**src/rtl/bhg_fifo_burst_packer.sv**
```systemverilog
// Packs single words popped from an FWFT FIFO into one wide burst with lane mask and word count.
// A partial burst leaves on flush or after an idle timeout, so sparse traffic never stalls here.
module bhg_fifo_burst_packer #(
  parameter int BITS            = 8,
  parameter int WORDS_PER_BURST = 4,
  parameter int FLUSH_TIMEOUT   = 16
) (
  input  logic                                 clk,
  input  logic                                 reset,
  input  logic                                 fifo_data_ready,
  input  logic [BITS-1:0]                      fifo_data_out,
  output logic                                 fifo_shift_out,
  input  logic                                 flush,
  output logic                                 burst_valid,
  input  logic                                 burst_ready,
  output logic [BITS*WORDS_PER_BURST-1:0]      burst_data,
  output logic [WORDS_PER_BURST-1:0]           burst_mask,
  output logic [$clog2(WORDS_PER_BURST+1)-1:0] burst_count
);

  localparam int CW = $clog2(WORDS_PER_BURST + 1);
  localparam int TW = (FLUSH_TIMEOUT > 0) ? $clog2(FLUSH_TIMEOUT + 1) : 1;
  localparam logic [CW-1:0] FULL_CNT = CW'(WORDS_PER_BURST);
  localparam logic [TW-1:0] TO_VAL   = TW'(FLUSH_TIMEOUT);

  typedef enum logic {
    FILL = 1'b0,
    HOLD = 1'b1
  } state_t;

  state_t                           state_q, state_d;
  logic [CW-1:0]                    count_q, count_d;
  logic [TW-1:0]                    timer_q, timer_d;
  logic [BITS*WORDS_PER_BURST-1:0]  data_q, data_d;
  logic [WORDS_PER_BURST-1:0]       mask_q, mask_d;
  logic                             accept;
  logic                             timeout_hit;

  assign accept         = (state_q == FILL) && fifo_data_ready;
  assign fifo_shift_out = accept && !reset;

  always_comb begin
    state_d     = state_q;
    count_d     = count_q;
    timer_d     = timer_q;
    data_d      = data_q;
    mask_d      = mask_q;
    timeout_hit = 1'b0;
    case (state_q)
      FILL: begin
        if (accept) begin
          for (int k = 0; k < WORDS_PER_BURST; k++) begin
            if (count_q == CW'(k)) begin
              data_d[k*BITS +: BITS] = fifo_data_out;
              mask_d[k]              = 1'b1;
            end
          end
          count_d = count_q + CW'(1);
          timer_d = '0;
        end else if (count_q != '0 && timer_q != '1) begin
          timer_d = timer_q + TW'(1);
        end
        // Timer only runs while idle with a partial burst, so an accept can never time out.
        timeout_hit = (FLUSH_TIMEOUT != 0) && !accept && (count_q != '0) && (timer_d == TO_VAL);
        if ((count_d == FULL_CNT) || (flush && count_d != '0) || timeout_hit) begin
          state_d = HOLD;
          timer_d = '0;
        end
      end
      HOLD: begin
        if (burst_ready) begin
          state_d = FILL;
          count_d = '0;
          timer_d = '0;
          data_d  = '0;
          mask_d  = '0;
        end
      end
      default: state_d = FILL;
    endcase
  end

  always_ff @(posedge clk or posedge reset) begin
    if (reset) begin
      state_q <= FILL;
      count_q <= '0;
      timer_q <= '0;
      data_q  <= '0;
      mask_q  <= '0;
    end else begin
      state_q <= state_d;
      count_q <= count_d;
      timer_q <= timer_d;
      data_q  <= data_d;
      mask_q  <= mask_d;
    end
  end

  assign burst_valid = (state_q == HOLD);
  assign burst_data  = data_q;
  assign burst_mask  = mask_q;
  assign burst_count = count_q;

endmodule

```
**config.mk**
```make
export PLATFORM = sky130hd
export DESIGN_NAME = bhg_fifo_burst_packer
export DESIGN_NICKNAME = d
export VERILOG_FILES = /design/src/rtl/bhg_fifo_burst_packer.sv
export SDC_FILE = /design/constraint.sdc
export NUM_CORES = 1
export LEC_CHECK = 0
export ABC_CLOCK_PERIOD_IN_PS = 2800
export CAP_MARGIN = 20
export CORE_ASPECT_RATIO = 2
export CORE_MARGIN = 2
export CORE_UTILIZATION = 40
export DETAILED_ROUTE_END_ITERATION = 8
export GPL_ROUTABILITY_DRIVEN = 0
export GPL_TIMING_DRIVEN = 1
export HOLD_SLACK_MARGIN = 0.05
export PLACE_DENSITY = 0.68
export RECOVER_POWER = 25
export SLEW_MARGIN = 20
export SYNTH_ARGS = -nofsm -noshare
export SYNTH_HDL_FRONTEND = slang
export SYNTH_SLANG_ARGS = --single-unit
```
**constraint.sdc**
```tcl
create_clock -name clk -period 2.8 [get_ports clk]
set_input_delay 0.56 -clock clk [delete_from_list [all_inputs] [get_ports clk]]
set_output_delay 0.56 -clock clk [all_outputs]
set_load 0.03 [all_outputs]
```
==> results by group <==
Synth
  – Avg Cell Area, Syn: just over 9 sq um
  – Syn Nets: 243
  – Unique masters post-synth: 29
  – Yosys warns: 0
  – Seq cells post-synth: 45
  – Seq/Total Area, Yosys: 0.5418
  – Yosys top cell by area: dfrtp_1
  – Synthesized cell area: 2078 sq um
  – Ranking of synthesized cells by area: dfrtp_1, nand2_1, o21ai_0
  – Synth top area share: 0.5418
  – Cells after Synth: 223

Die
  – Die height: 105.9 um
  – Row count: 37
  – DIE AREA: 5823 sq um
  – Core ar.: just over 5000 sq um
  – Initial Util: 0.4081
  – IO Pins: 54
  – DIE WIDTH: 54.97 um

Global routing
  – Vias in the first global route: around 1700
  – Gr usage total: 0.1925
  – Remaining global-route overflow: 0
  – First-pass GRT wire length: 8121 um
  – Antenna violations before repair: 0
  – Largest net degree at the start of global routing: 46

Worst setup path
  – CP Max Fanout: 5
  – CP arrival: 2130 ps
  – Crit Path Class: input port to primary output
  – Critical Path End Type: primary output
  – Required @ worst endpoint: 2240 ps
  – CP startpoint kind: input port

Timing
  – Sum Neg Setup Slack: 0 ps
  – Worst Slack Setup Final: between 100 and 150 ps
  – Max-slew violation count: 0
  – Worst Skew: 8.080 ps
  – RSZ-0062 raised after global routing: false
  – Tmin final: 2687 ps
  – Hold Vio Cnt, Final: 0
  – Period utilization: 0.9596
  – Actual slew at the worst max-slew pin: 1110 ps
  – WHS: 484.0 ps
  – Max_slew headroom: 0.2599
  – Fmax achieved: approximately 370 MHz
  – Final Setup Violations: 0

Placement
  – Port Buffer Count: 53
  – DP Wirelength: 3782 um
  – Pre-CTS setup slack: approximately 83 ps

Final layout
  – Area Growth Syn to Fin: 32.87%
  – Layout Nets: 297
  – Area of the multi-input gates: 895.9 sq um
  – Number of antenna diodes: 0
  – Register area: between 1000 and 1500 sq um
  – Layout fillers: between 400 and 500
  – Fraction of layout cells with a size suffix above 1: 0.05755

Min path
  – Hold Crit Class: flip-flop to flip-flop

Power
  – Static leakage: approximately 1.3 nW
  – Part of the power in registers: 0.347
  – Clk pwr share: 0.136
  – Pwr Density: 1094 nW/um^2
  – Psw: 1.345 mW
  – Maximum vdd drop: between 0.0006 and 0.0007 V
  – Sw Ratio: 0.4454
  – P_int: ~1.7 mW
  – Comb power frac: 0.517

Route
  – DR pass1 iterations: 4
  – Number of vias per cell: about 5.2
  – WL/cell: 14.92 um
  – DRT Wirelength: between 5000 and 6000 um
  – Final ANT Viol Nets: 0
  – # DRC: 0
  – Starting DRT DRC Count: 25
  – Vias: around 1800

Clocking
  – Max clock buf depth: 2
  – Sink count of the clock tree: 45
  – Cts bufs inserted: 5
  – CTS root buffer: clkbuf_8
  – Clock transition at the registers of the reported paths: 80 ps
  – CTS HTree Levels: 2
  – Post-cts hold buffer count: 0
  – Post_cts resized: 0
  – # Post-CTS Setup Buffers: 0
  – CTS tree: yes
  – Worst-Skew Late Latency: 300 ps

Job
  – Max-Cap Viols: 0

Outcome
  – Outcome: finished clean
## cell type report
cell class,count,share of cell area
flip-flops and latches,45,0.4078
multi-input cells,163,0.3244
repair buffers,57,0.2021
well taps,58,0.02628
clock buffers,5,0.02492
clock inverters,3,0.007703
inverters,5,0.006797
## cell usage after synthesis
cell	number
nand2b_1	11
o21ai_0	25
a211oi_2	1
nand2_1	61
nor2_2	1
nand3b_1	1
clkbuf_1	7
a311oi_1	1
dfrtp_1	45
a32o_1	2
nand3_1	9
ha_1	7
o21a_1	2
a21o_1	4
mux2i_1	2
a211o_1	1
nor2_1	8
nor2b_1	4
inv_1	5
a31oi_1	4
a21oi_1	6
o2bb2ai_1	1
mux2_2	1
buf_2	3
nor4bb_1	1
and2_1	1
and3_1	4
xnor2_1	2
o22ai_1	3
## sequential cells by signal, summed over array words and instances, names as in the netlist
name and flops:
burst_count 3, burst_data 32, burst_valid 1, timer_q 5, burst_mask 4
## cell families (layout without fill, tap and decap cells)
| group | Yosys count | after routing | share of synthesized area |
|---|---|---|---|
| XOR/XNOR | 2 | 2 | 0.008430 |
| AND/OR/NAND/NOR | 101 | 101 | 0.2179 |
| flip-flops | 45 | 45 | 0.5418 |
| AO/OA/AOI/OAI | 50 | 50 | 0.1457 |
| buffers and inverters | 15 | 70 | 0.02890 |
| adder cells (fa/ha/maj) | 7 | 7 | 0.04214 |
| multiplexers | 3 | 3 | 0.01505 |
## routing by layer
metal	global-route usage	vias to the layer above	part of all wire
met5	0	-	0
met4	0.09233	0	0.039
met3	0.03511	16	0.035
met2	0.3274	46	0.55
met1	0.2191	832	0.38
li1	-	858	-
## power groups by stage
stage                     combinational (mW)  clock (mW)  sequential, mW
after global routing                    1.70       0.447            1.08
after detailed placement                1.57           0            1.07
after global placement                  1.55           0            1.06
after floorplan                        0.527           0            1.47
after CTS                               1.58       0.425            1.05
final                                   1.56       0.411            1.05
## placed cells by master, fill, tap and decap left out, types with 3 or more instances in the layout
master	n
a21o_1	4
a21oi_1	5
a31oi_1	4
and3_1	4
buf_4	3
clkbuf_8	5
clkdlybuf4s50_1	52
dfrtp_1	45
ha_1	7
inv_1	4
nand2_1	61
nand2b_1	11
nand3_1	9
nor2_1	8
nor2b_1	4
o21ai_0	25
o22ai_1	3
## path summary, 6_finish.rpt
kind	start	to	slack, ps	cells past startpoint
worst min register to register	burst_data[8]	burst_data[8]	480	2
worst max register to register	burst_count[0]	timer_q[3]	580	7
min in group asynchronous	reset	burst_data[1]	1080	3
worst min-delay path	burst_data[8]	burst_data[8]	480	2
worst max-delay path	fifo_data_ready	fifo_shift_out	110	4
max in group asynchronous	reset	burst_data[5]	1040	3
## worst max-delay path, cell delays in order
cell and delay, ps:
clkdlybuf4s50_1 580, nand2b_1 180, nor2_1 130, clkdlybuf4s50_1 680
## stage by stage
step                power, mW    util  instance area (sq um)  instances
CTS                     3.054  0.5420                   2760        336
global placement        2.606  0.5243                   2670        328
floorplan               2.000       -                   2078        223
finish                  3.020  0.5423                   2761        336
detailed placement      2.636  0.5243                   2670        328
global route            3.228  0.5423                   2761        336
No activity file was read; power rests on OpenSTA's default activity.
